## src/rtl/memsplit_dma_pkg.sv

```systemverilog
// Shared types and constants for the split-bus DMA engine: FSM state
// encoding, full-word byte enable and the per-word address stride.
package memsplit_dma_pkg;

   typedef enum logic [2:0] {
      IDLE,
      RD_REQ,
      RD_WAIT,
      WR_REQ,
      FINISH
   } state_t;

   localparam logic [3:0]  BE_FULL     = 4'hF;
   localparam logic [31:0] ADDR_STRIDE = 32'd4;

endpackage

```

## src/rtl/memsplit_dma_bus.sv

```systemverilog
// Split-transaction memory bus: request/ack handshake with a separate
// read response (resp + rdata) that arrives after the ack.
interface MemSplit32;

   logic        req;
   logic        we;
   logic [31:0] addr;
   logic [3:0]  be;
   logic [31:0] wdata;
   logic        ack;
   logic        resp;
   logic [31:0] rdata;

   modport Master (
      output req, we, addr, be, wdata,
      input  ack, resp, rdata
   );

   modport Slave (
      input  req, we, addr, be, wdata,
      output ack, resp, rdata
   );

endinterface

```

## src/rtl/memsplit_dma_wdt.sv

```systemverilog
// Read-response watchdog: counts enabled cycles since the last clear and
// flags expiry on the TIMEOUT_CYCLES-th enabled cycle.
module memsplit_dma_wdt #(
   parameter int TIMEOUT_CYCLES = 1024
) (
   input  logic clk_i,
   input  logic rst_i,
   input  logic clear,
   input  logic enable,
   output logic expired
);

   localparam int CW = $clog2(TIMEOUT_CYCLES + 1);

   logic [CW-1:0] count;

   always_ff @(posedge clk_i) begin
      if (rst_i || clear) begin
         count <= '0;
      end else if (enable && !expired) begin
         count <= count + 1'b1;
      end
   end

   // Count starts at zero in the first waiting cycle, so TIMEOUT_CYCLES-1 marks the last one.
   assign expired = enable && (count == CW'(TIMEOUT_CYCLES - 1));

endmodule

```

## src/rtl/memsplit_dma.sv

```systemverilog
// Word-by-word copy engine on a split read/write bus: one read, wait for its
// response, one write, repeat; aborts when a read response never arrives.
module memsplit_dma
   import memsplit_dma_pkg::*;
#(
   parameter int TIMEOUT_CYCLES = 1024,
   parameter int LEN_WIDTH      = 16
) (
   input  logic                 clk_i,
   input  logic                 rst_i,
   MemSplit32.Master            bus,
   input  logic                 start_i,
   input  logic [31:0]          src_addr_bi,
   input  logic [31:0]          dst_addr_bi,
   input  logic [LEN_WIDTH-1:0] len_bi,
   output logic                 busy_o,
   output logic                 done_o,
   output logic                 err_o,
   output logic [LEN_WIDTH-1:0] words_done_bo
);

   state_t               state, state_n;
   logic [31:0]          src, src_n;
   logic [31:0]          dst, dst_n;
   logic [31:0]          data, data_n;
   logic [LEN_WIDTH-1:0] xfer_len, xfer_len_n;
   logic [LEN_WIDTH-1:0] count, count_n;
   logic                 err_n;
   logic                 req_n;
   logic                 wdt_clear;
   logic                 wdt_enable;
   logic                 wdt_expired;

   memsplit_dma_wdt #(
      .TIMEOUT_CYCLES(TIMEOUT_CYCLES)
   ) u_wdt (
      .clk_i  (clk_i),
      .rst_i  (rst_i),
      .clear  (wdt_clear),
      .enable (wdt_enable),
      .expired(wdt_expired)
   );

   assign wdt_enable    = (state == RD_WAIT);
   assign busy_o        = (state != IDLE);
   assign words_done_bo = count;

   always_comb begin
      state_n    = state;
      src_n      = src;
      dst_n      = dst;
      data_n     = data;
      xfer_len_n = xfer_len;
      count_n    = count;
      err_n      = 1'b0;
      wdt_clear  = 1'b0;
      case (state)
         IDLE: begin
            if (start_i) begin
               src_n      = src_addr_bi & 32'hFFFF_FFFC;
               dst_n      = dst_addr_bi & 32'hFFFF_FFFC;
               xfer_len_n = len_bi;
               count_n    = '0;
               state_n    = (len_bi == '0) ? FINISH : RD_REQ;
            end
         end
         RD_REQ: begin
            if (bus.ack) begin
               wdt_clear = 1'b1;
               state_n   = RD_WAIT;
            end
         end
         RD_WAIT: begin
            // A response on the final allowed cycle still wins over the abort.
            if (bus.resp) begin
               data_n  = bus.rdata;
               state_n = WR_REQ;
            end else if (wdt_expired) begin
               err_n   = 1'b1;
               state_n = IDLE;
            end
         end
         WR_REQ: begin
            if (bus.ack) begin
               count_n = count + 1'b1;
               src_n   = src + ADDR_STRIDE;
               dst_n   = dst + ADDR_STRIDE;
               state_n = (count_n == xfer_len) ? FINISH : RD_REQ;
            end
         end
         FINISH: begin
            state_n = IDLE;
         end
         default: begin
            state_n = IDLE;
         end
      endcase
   end

   assign req_n = (state_n == RD_REQ) || (state_n == WR_REQ);

   // Bus outputs are registered from the next-state values, so they only move
   // on a state or address change and hold while a request waits for ack.
   always_ff @(posedge clk_i) begin
      if (rst_i) begin
         state     <= IDLE;
         src       <= '0;
         dst       <= '0;
         data      <= '0;
         xfer_len  <= '0;
         count     <= '0;
         done_o    <= 1'b0;
         err_o     <= 1'b0;
         bus.req   <= 1'b0;
         bus.we    <= 1'b0;
         bus.be    <= 4'h0;
         bus.addr  <= '0;
         bus.wdata <= '0;
      end else begin
         state     <= state_n;
         src       <= src_n;
         dst       <= dst_n;
         data      <= data_n;
         xfer_len  <= xfer_len_n;
         count     <= count_n;
         done_o    <= (state == FINISH);
         err_o     <= err_n;
         bus.req   <= req_n;
         bus.we    <= (state_n == WR_REQ);
         bus.be    <= req_n ? BE_FULL : 4'h0;
         bus.addr  <= (state_n == WR_REQ) ? dst_n : src_n;
         bus.wdata <= data_n;
      end
   end

endmodule
```

## src/flat_wrapper.sv

```systemverilog
// flat-port wrapper written by rule: the top's interface ports become plain ports
module memsplit_dma_flat import memsplit_dma_pkg::*;
#(
   parameter int TIMEOUT_CYCLES = 1024,
   parameter int LEN_WIDTH      = 16
)
  (clk_i, rst_i, start_i, src_addr_bi, dst_addr_bi, len_bi, busy_o, done_o, err_o, words_done_bo, bus_req, bus_we, bus_addr, bus_be, bus_wdata, bus_ack, bus_resp, bus_rdata);
  MemSplit32 bus_i ();
  input  logic clk_i;
  input  logic rst_i;
  input  logic start_i;
  input  logic [31:0] src_addr_bi;
  input  logic [31:0] dst_addr_bi;
  input  logic [LEN_WIDTH-1:0] len_bi;
  output logic busy_o;
  output logic done_o;
  output logic err_o;
  output logic [LEN_WIDTH-1:0] words_done_bo;
  output wire logic [$bits(bus_i.req)-1:0] bus_req;
  output wire logic [$bits(bus_i.we)-1:0] bus_we;
  output wire logic [$bits(bus_i.addr)-1:0] bus_addr;
  output wire logic [$bits(bus_i.be)-1:0] bus_be;
  output wire logic [$bits(bus_i.wdata)-1:0] bus_wdata;
  input wire logic [$bits(bus_i.ack)-1:0] bus_ack;
  input wire logic [$bits(bus_i.resp)-1:0] bus_resp;
  input wire logic [$bits(bus_i.rdata)-1:0] bus_rdata;
  assign bus_req = bus_i.req;
  assign bus_we = bus_i.we;
  assign bus_addr = bus_i.addr;
  assign bus_be = bus_i.be;
  assign bus_wdata = bus_i.wdata;
  assign bus_i.ack = bus_ack;
  assign bus_i.resp = bus_resp;
  assign bus_i.rdata = bus_rdata;
  memsplit_dma #(.TIMEOUT_CYCLES(TIMEOUT_CYCLES), .LEN_WIDTH(LEN_WIDTH)) u_core (.clk_i(clk_i), .rst_i(rst_i), .bus(bus_i), .start_i(start_i), .src_addr_bi(src_addr_bi), .dst_addr_bi(dst_addr_bi), .len_bi(len_bi), .busy_o(busy_o), .done_o(done_o), .err_o(err_o), .words_done_bo(words_done_bo));
endmodule
```

## config.mk

```make
export PLATFORM = sky130hd
export DESIGN_NAME = memsplit_dma_flat
export DESIGN_NICKNAME = d
export VERILOG_FILES = /design/src/rtl/memsplit_dma_pkg.sv /design/src/rtl/memsplit_dma_bus.sv /design/src/rtl/memsplit_dma_wdt.sv /design/src/rtl/memsplit_dma.sv /design/src/flat_wrapper.sv
export SDC_FILE = /design/constraint.sdc
export NUM_CORES = 1
export LEC_CHECK = 0
export CAP_MARGIN = 10
export CORE_ASPECT_RATIO = 0.7
export CORE_MARGIN = 8
export CORE_UTILIZATION = 40
export DETAILED_ROUTE_END_ITERATION = 8
export PLACE_DENSITY = 0.7
export SLEW_MARGIN = 5
export SYNTH_ARGS = -nofsm -noshare
export SYNTH_HDL_FRONTEND = slang
export SYNTH_SLANG_ARGS = --single-unit
```

## constraint.sdc

```tcl
create_clock -name clk_i -period 2.35 [get_ports clk_i]
set_input_delay 0.3525 -clock clk_i [delete_from_list [all_inputs] [get_ports clk_i]]
set_output_delay 0.3525 -clock clk_i [all_outputs]
set_load 0.005 [all_outputs]
```

# [After elaboration in Yosys (flattened, before gate mapping)]
# Cells that the tools add are included.
[word_totals] input_bits=117 latch_bits=0 ff_bits=182 memories=0 ram_bits=0 out_inout_bits=89 elab_cells=63 mem_bits_ro=0
[classes] n_eq_ne=10 n_lt_le_gt_ge=0 n_mux=22 n_div=0 shift=0 add_sub_neg=4 n_mul=0 reduce_logical=13 bitwise=1
[ops] cell="$mux 32" n=5
[ops] cell="$pmux 32 s2" n=2
[ops] cell="$add 32x3->32 const B" n=2
[ops] cell="$mux 16" n=2
[ops] cell="$pmux 16 s2" n=1
[ops] cell="$mux 3" n=7
[ops] cell="$add 16x1->16 const B" n=1
[ops] cell="$eq 16x16->1" n=1
[ops] cell="$logic_not 16->1" n=1
[ops] cell="$pmux 3 s4" n=1
[ops] cell="$add 11x1->11 const B" n=1
[ops] cell="$eq 11x10->1 const B" n=1
[ops] cell="$eq 3x2->1 const B" n=3
[ops] cell="$eq 3x1->1 const B" n=2
[ops] cell="$mux 4" n=1
[ops] cell="$ne 2x2->1 const B" n=2
[ops] cell="$reduce_and 2->1" n=2
[ops] cell="$eq 3x3->1 const B" n=1
[ops] cell="$logic_not 3->1" n=1
[ops] cell="$mux 1" n=3
[ops] cell="$reduce_and 3->1" n=1
[ops] cell="$reduce_bool 3->1" n=1
[ops] cell="$reduce_or 3->1" n=1
[ops] cell="$logic_and 1x1->1" n=2
[ops] cell="other kinds (4)" n=5

# [Longest topological paths before layout]
# Gate-level depths: netlist (run 1).
[logic_depth] depth_word=8 depth_mapped=10 ltp_nobuf=8

# [Cells and area by module]
# A second synthesis (run 1) with hierarchy kept.
[hier_totals] cells_unflattened=1029 hier_area_um2=8380.5
[by_module_without_submodules] mod="memsplit_dma" cells_per_inst=958 n_inst=1 area_each_um2=7763.7 seq_area_each_um2=3343.2
[by_module_without_submodules] mod="memsplit_dma_wdt" cells_per_inst=71 n_inst=1 area_each_um2=616.8 seq_area_each_um2=220.2

# [Worst setup path before layout (run 1)]
# OpenSTA, ideal clock, no wires.
[synth_timing] kind="reg2reg" startpoint="register u_core.count[0], in the netlist u_core.words_done_bo[0]" endpoint="register u_core.state[2]" arrival_ps=2134 setup_ps=88 stages_incl_launch_ff=9 required_ps=2262 period_less_slack_ps=2222 path_slack_ps=128 path_buffers=0 path_cell_list="dfxtp_1 > ha_1 > nand3_4 > nor3_1 > a211oi_1 > a211o_1 > a2111oi_2 > nand4_1 > o32ai_2"
[synth_via] elab_chain_len=5
[synth_lines] element="start: declaration" line="memsplit_dma.sv:27" source="logic [LEN_WIDTH-1:0] count, count_n;"
[synth_lines] element="start signal: assignment" line="memsplit_dma.sv:125" source="count <= count_n;"
[synth_lines] element="$add 16x1->16" line="memsplit_dma.sv:85" source="count_n = count + 1'b1;"
[synth_lines] element="$eq 16x16->1" line="memsplit_dma.sv:88" source="state_n = (count_n == xfer_len) ? FINISH : RD_REQ;"
[synth_lines] element="$mux 3" line="memsplit_dma.sv:88"
[synth_lines] element="$mux 3" line="memsplit_dma.sv:84" source="if (bus.ack) begin"
[synth_lines] element="$pmux 3 s4" line="memsplit_dma.sv:57" source="case (state)"
[synth_lines] element="end signal: assignment" line="memsplit_dma.sv:120" source="state <= state_n;"
[synth_lines] element="end: declaration" line="memsplit_dma.sv:22" source="state_t state, state_n;"
# Every way passes these cells.
# A chain may end at the register's enable or synchronous reset.

# [Final worst setup path (run 1)]
[layout_timing] startpoint="register u_core.dst[9]" endpoint="register u_core.bus.addr[28]"
[layout_via] elab_chain_len=4
[layout_lines] element="start: declaration" line="memsplit_dma.sv:24" source="logic [31:0] dst, dst_n;"
[layout_lines] element="start signal: assignment" line="memsplit_dma.sv:122" source="dst <= dst_n;"
[layout_lines] element="$add 32x3->32" line="memsplit_dma.sv:87" source="dst_n = dst + ADDR_STRIDE;"
[layout_lines] element="$mux 32" line="memsplit_dma.sv:84"
[layout_lines] element="$pmux 32 s2" line="memsplit_dma.sv:57"
[layout_lines] element="$mux 32" line="memsplit_dma.sv:131" source="bus.addr <= (state_n == WR_REQ) ? dst_n : src_n;"
[layout_lines] element="end signal: assignment" line="memsplit_dma.sv:131"
[layout_lines] element="end: declaration" line="memsplit_dma_bus.sv:15" source="output req, we, addr, be, wdata,"
# Every way passes these cells.

==> results of run 1 <==
## cell type report
class | count | area, um2 | area share, %
clock buffer | 19 | 432.9 | 3.657
clock inverter | 13 | 175.2 | 1.480
inverter | 9 | 33.78 | 0.2854
multi-input combinational | 777 | 4448 | 37.58
sequential | 178 | 3568 | 30.15
tap | 276 | 345.3 | 2.918
timing repair buffer | 299 | 2833 | 23.93
## timing repair
action	CTS	global route
endpoints found under the hold margin	0	0
setup buffers	1	0
setup endpoints to repair	2	12
resized for setup	1	14
pin swaps	1	4
## kinds of logic after synthesis
group | count (synthesis) | synth area share (%)
xor gates and xnor gates | 36 | 3.873
DFF | 178 | 42.75
AOI/OAI and AO/OA | 263 | 19.87
muxes | 12 | 1.486
and+or+nand+nor | 462 | 26.99
adders and majority gates | 4 | 0.6004
buffers and inverters | 81 | 4.428
## critical path, cell delays in order (launching register included)
cell and delay, ns:
dfxtp_1 0.43, and3_1 0.24, nand4_1 0.24, and2b_1 0.39, nand3_1 0.23, nor2_1 0.16
mux2_2 0.38, a2bb2oi_1 0.12
## sequential cells by signal, indices dropped and copies added (netlist names)
| signal | count |
|---|---|
| u_core.dst | 32 |
| u_core.err_o | 1 |
| u_core.xfer_len | 16 |
| u_core.bus.addr | 32 |
| u_core.data | 32 |
| u_core.u_wdt.count | 11 |
| u_core.words_done_bo | 16 |
| u_core.bus.be | 1 |
| u_core.state | 3 |
| u_core.bus.we | 1 |
| u_core.done_o | 1 |
| u_core.src | 32 |
## worst max-delay path by stage
stage	from	end	slack (ns)
after global placement	bus_ack	u_core.bus.addr[29]	-0.25
after global routing	u_core.dst[9]	u_core.bus.addr[29]	0.002
after CTS	u_core.words_done_bo[1]	u_core.state[2]	0.02
final	u_core.dst[9]	u_core.bus.addr[28]	0.1
after floorplan	u_core.words_done_bo[0]	u_core.state[2]	0.13
after detailed placement	bus_ack	u_core.bus.addr[30]	-0.31
## power by group through the flow
stage	registers [mW]	logic (mW)	clock network, mW
after floorplan	3.51	0.805	0
after global placement	3.55	1.67	0
after detailed placement	3.55	1.68	0
after CTS	3.49	1.69	3.01
after global routing	3.52	1.84	3.16
final	3.49	1.69	2.97
## routing by layer
metal | up-vias | share of wire [%] | GRT usage, %
li1 | 4180 | - | -
met1 | 4059 | 45 | 28.99
met2 | 402 | 42 | 30.02
met3 | 20 | 12 | 7.790
met4 | 0 | 0.78 | 4.156
met5 | - | 0 | 0
## per-stage QoR
step / instances / utilization [%]
after floorplan: 1036 / -
after global placement: 1538 / 54.25
after detailed placement: 1538 / 54.25
after CTS: 1571 / 57.26
after global routing: 1571 / 57.49
final: 1571 / 57.49
## cells in the final DEF, fill, tap and decap left out, types with 4 or more instances in the layout
| cell | Yosys | routed |
|---|---|---|
| a22oi_1 | 8 | 8 |
| clkbuf_16 | 0 | 17 |
| clkdlybuf4s50_1 | 0 | 200 |
| o22a_1 | 4 | 4 |
| nor3_1 | 24 | 24 |
| nand2_1 | 178 | 178 |
| inv_1 | 8 | 8 |
| o2bb2ai_1 | 5 | 5 |
| dfxtp_1 | 178 | 174 |
| a211oi_1 | 7 | 7 |
| mux2i_1 | 9 | 9 |
| o22ai_1 | 4 | 4 |
| a21oi_1 | 125 | 124 |
| buf_12 | 0 | 7 |
| o21ai_0 | 36 | 36 |
| clkinvlp_4 | 0 | 4 |
| and3_1 | 23 | 22 |
| nor4_2 | 2 | 5 |
| and2_1 | 15 | 15 |
| a2bb2oi_1 | 18 | 18 |
| a221oi_1 | 8 | 8 |
| nand4_1 | 21 | 21 |
| or3_1 | 6 | 6 |
| nor2b_1 | 4 | 4 |
| xnor2_1 | 17 | 17 |
| nand3b_1 | 6 | 6 |
| and4_1 | 13 | 10 |
| buf_4 | 11 | 92 |
| nor4_1 | 13 | 10 |
| nor3b_1 | 4 | 4 |
| dfxtp_2 | 0 | 4 |
| xor2_1 | 18 | 18 |
| nand3_1 | 32 | 32 |
| nor2_1 | 100 | 100 |
| o211ai_1 | 8 | 8 |
| a31oi_1 | 9 | 9 |
==> results.toml, run 1 <==
[yosys]
syn_area_mm2 = 0.008335
ys_seq_area_share_pct = 42.75
avgSynthCellArea_um2 = 8.046
syn_inst = 1036
ys_ff_latch = 178
yosys.area.top_type = "dfxtp_1"
synth_commonest_cells = "dfxtp_1 (178), nand2_1 (178), a21oi_1 (125)"
yosysWarnings = 0
ys_types = 72
synth_top_area_share_pct = 42.75
synthesis.nets = 1157
synthArstFlopShare_pct = 0
ys.flop_type = "dfxtp_1"
synth.area.top_cells = "dfxtp_1 (43%), nand2_1 (8.0%), a21oi_1 (7.5%)"
synth_edf_count = 0

[place]
placed_cell_area_mm2 = 0.01117
pre_cts_slack_ns = -0.3074
portBuffers = 201
place_congestion = 0.9082
hpwl_mm = 20.46

[grt]
grt_usage_pct = 20.76
antenna_found_initial = 0
grt_max_degree = 49
grt_pass1_vias = 8016
overflow = 0
grt_pass1_wl_mm = 43.09

[clock_network]
holdBufCountCts = 0
clk_latency_ns = 0.43
cts.clk_slew.worst_paths_ns = 0.07
cts_tree = "built"
htree_levels = 4
cts_buffer_depth = 2
cts_buffers = 17
clockRootBuffer = "clkbuf_16"
cts.sinks = 178

[route]
drc = 0
via_per_inst = 5.513
drt-total-wl_mm = 27.77
wire_per_inst_um = 17.67
via_count = 8661
drt_first_pass_iters = 5
antenna_left = 0
drt_iter0_markers = 884

[setup_path]
r2r-start = "u_core.dst[9]"
reg2reg_depth = 7
worstSetupPathType = "flip-flop to flip-flop"
reg2reg_slack_ns = 0.1
path_max_fanout = 5
cp-end-kind = "flip-flop"
cp.arrival_ns = 2.61
required_ns = 2.71
r2r_end = "u_core.bus.addr[28]"
critPathLaunchType = "flip-flop"

[power]
power_frac_comb_pct = 20.7
seqPwrFrac_pct = 42.9
vdd_drop_max_mv = 0.4744
switching_share_pct = 28.15
leakage_nw = 4.391
p_sw_mw = 2.295
p_int_mw = 5.859
total_power_mw = 8.155
power.density_mw_per_mm2 = 688.9
clockPowerShare_pct = 36.4

[sta]
finClkSkew_ns = 0.01421
clock.fmax_mhz = 443.5
slew-limit-headroom_pct = 68.08
holdWs_ns = 0.3775
rsz0062_at_grt = "false"
period_share_pct = 95.95
worstMarginPinSlew_ns = 0.4788
finalHoldViolations = 0
setup_viol = 0
fin_setup_tns_ns = 0
maxSlewViolCount = 0
setup_ws_ns = 0.09527
period_needed_ns = 2.255

[run_status]
status = "finished clean"

[cells_and_area]
n_antenna_cell = 0
nets = 1403
area_delta_synth_final_pct = 42.00
fillers = 1868
fin_area_mm2 = 0.01184
drive_gt1_share_pct = 12.82

[floorplanning]
die_w_um = 188.5
rows = 44
core_area_mm2 = 0.02059
dieHeight_um = 136.8
start_util_pct = 40.48
ios = 206
die-area_mm2 = 0.02579

[hold_path]
hold_path.class = "input pin to flip-flop"
min_to = "u_core.words_done_bo[12]"
worstHoldPathCells = 2
hp-start = "rst_i"

[job]
max_cap_viol_count = 0
(Power assumes the default switching activity.)
==> inputs of run 2 (changes only) <==
ABC_AREA = 0   (was unset)
==> results of run 2 <==
Final layout, timing and power as in run 1 (identical DEF).
==> inputs of run 3 (changes only) <==
SKIP_LAST_GASP = 1   (was unset)
==> run 3 against run 2 <==
  * Cell area is essentially flat
  * Sequential power about the same
  * Die area unchanged
  * Register-to-register slack about the same
  * Clock-buffer cell count did not move
  * Total power about the same
==> results.toml, run 3 (synthesized netlist as in run 1, its figures left out) <==
[run_status]
status = "finished clean"

[setup_path]
crit_family = "simple AND/OR/NAND/NOR gates"
max_stage_delay_ns = 0.42
cp.arrival_ns = 2.60
critPathLaunchType = "flip-flop"
reg2reg_slack_ns = 0.11
r2r_end = "u_core.bus.addr[28]"
reg2reg_depth = 7
worstSetupPathType = "flip-flop to flip-flop"
slowest_stage = "dfxtp_1"
cp-startpoint = "u_core.dst[9]"
required_ns = 2.71
crit_chain = "and3_1 -> nand4_1 -> and2b_1 -> nand3_1 -> nor2_1 -> mux2_2 -> a2bb2oi_1"
critPathBufInv = 0
cp-end-kind = "flip-flop"
path_max_fanout = 5
worst-path-stages = 7
r2r-start = "u_core.dst[9]"

[power]
p_int_mw = 5.858
leakage_nw = 4.389
switching_share_pct = 28.18
p_sw_mw = 2.298
power.density_mw_per_mm2 = 689.6
seqPwrFrac_pct = 42.8
power_frac_comb_pct = 20.7
clockPowerShare_pct = 36.4
vdd_drop_max_mv = 0.4747

[place]
placed_cell_area_mm2 = 0.01117
dp.cells = 1538
place_congestion = 0.9082
portBuffers = 201
hpwl_mm = 20.46

[floorplanning]
dieHeight_um = 136.8
die_w_um = 188.5
die-area_mm2 = 0.02579
core_area_mm2 = 0.02059
rows = 44
ios = 206
start_util_pct = 40.48

[clock_network]
holdBufCountCts = 0
clockRootBuffer = "clkbuf_16"
cts.clk_slew.worst_paths_ns = 0.07
htree_levels = 4
clk_latency_ns = 0.43
cts_tree = "built"
cts_buffers = 17
cts_buffer_depth = 2
cts.sinks = 178

[sta]
fin_setup_tns_ns = 0
finalHoldViolations = 0
period_needed_ns = 2.242
maxSlewViolCount = 0
period_share_pct = 95.42
clock.fmax_mhz = 446.0
rsz0062_at_grt = "true"
finClkSkew_ns = 0.01375
worstMarginPinSlew_ns = 0.4798
slew-limit-headroom_pct = 68.01
holdWs_ns = 0.3773
setup_viol = 0

[cells_and_area]
layout_commonest_cell = "clkdlybuf4s50_1"
nets = 1403
regArea_mm2 = 0.003568
fillers = 1868
area_delta_synth_final_pct = 41.89
multi_input_area_mm2 = 0.004439
n_antenna_cell = 0
drive_gt1_share_pct = 12.66
layout_common_cells = "clkdlybuf4s50_1 (200), nand2_1 (178), dfxtp_1 (174), a21oi_1 (125), nor2_1 (100)"
final_cells = 1571
fin_area_mm2 = 0.01183

[route]
via_count = 8694
wire_per_inst_um = 17.69
via_per_inst = 5.534
drt-total-wl_mm = 27.78
antenna_left = 0
drt_first_pass_iters = 5
drc = 0
drt_iter0_markers = 886

[job]
max_cap_viol_count = 0

[grt]
grt_usage_pct = 20.76
overflow = 0
grt_pass1_wl_mm = 43.09
antenna_found_initial = 0
grt_pass1_vias = 8016
grt_max_degree = 49

[hold_path]
worstHoldPathCells = 2
hp-start = "rst_i"
min_to = "u_core.words_done_bo[12]"
hold_path.class = "input pin to flip-flop"
==> run 3: cell types whose count changed in the layout (fill, tap and decap cells not counted) <==
| cell | change |
|---|---|
| a21oi_1 | +1 |
| o31ai_1 | +1 |
| o31ai_2 | -1 |
| a21oi_2 | -1 |
==> run 3: what timing repair did <==
action | CTS | global route
pin swaps | 1 | 3
endpoints found under the setup margin | 2 | 12
gates resized for setup | 1 | 12
buffers inserted | 1 | 0
==> run 3: final cells by class <==
cell class                 count  area share [%]
tap                          276           2.920
clock inverter                13           1.481
sequential                   178           30.17
timing repair buffer         299           23.95
inverter                       9          0.2856
clock buffer                  19           3.660
multi-input combinational    777           37.53
==> run 3: worst max path at each step <==
stage / endpoint / slack, ns
floorplan: u_core.state[2] / 0.13
global placement: u_core.bus.addr[29] / -0.25
detailed placement: u_core.bus.addr[30] / -0.31
CTS: u_core.state[2] / 0.02
global route: u_core.state[2] / -0.01
finish: u_core.bus.addr[28] / 0.11
==> run 3: metrics by stage <==
stage,total power [mW],setup WS (ns),util [%]
after floorplan,4.316,0.1278,-
after global placement,5.212,-0.2545,54.25
after detailed placement,5.237,-0.3074,54.25
after CTS,8.195,0.01849,57.26
after global routing,8.523,-0.01043,57.44
final,8.157,0.1077,57.44
==> run 3: layer usage <==
layer	part of all wire [%]	wire [um]	GRT usage, %
met3	12	3212	7.790
met5	0	0	0
met1	45	12610	28.99
met4	0.90	250	4.156
met2	42	11710	30.02
==> run 3: power groups by stage <==
stage	registers, mW	clock network (mW)	logic [mW]
after global routing	3.52	3.16	1.84
after floorplan	3.51	0	0.805
after global placement	3.55	0	1.67
after CTS	3.49	3.01	1.69
final	3.49	2.97	1.69
after detailed placement	3.55	0	1.68
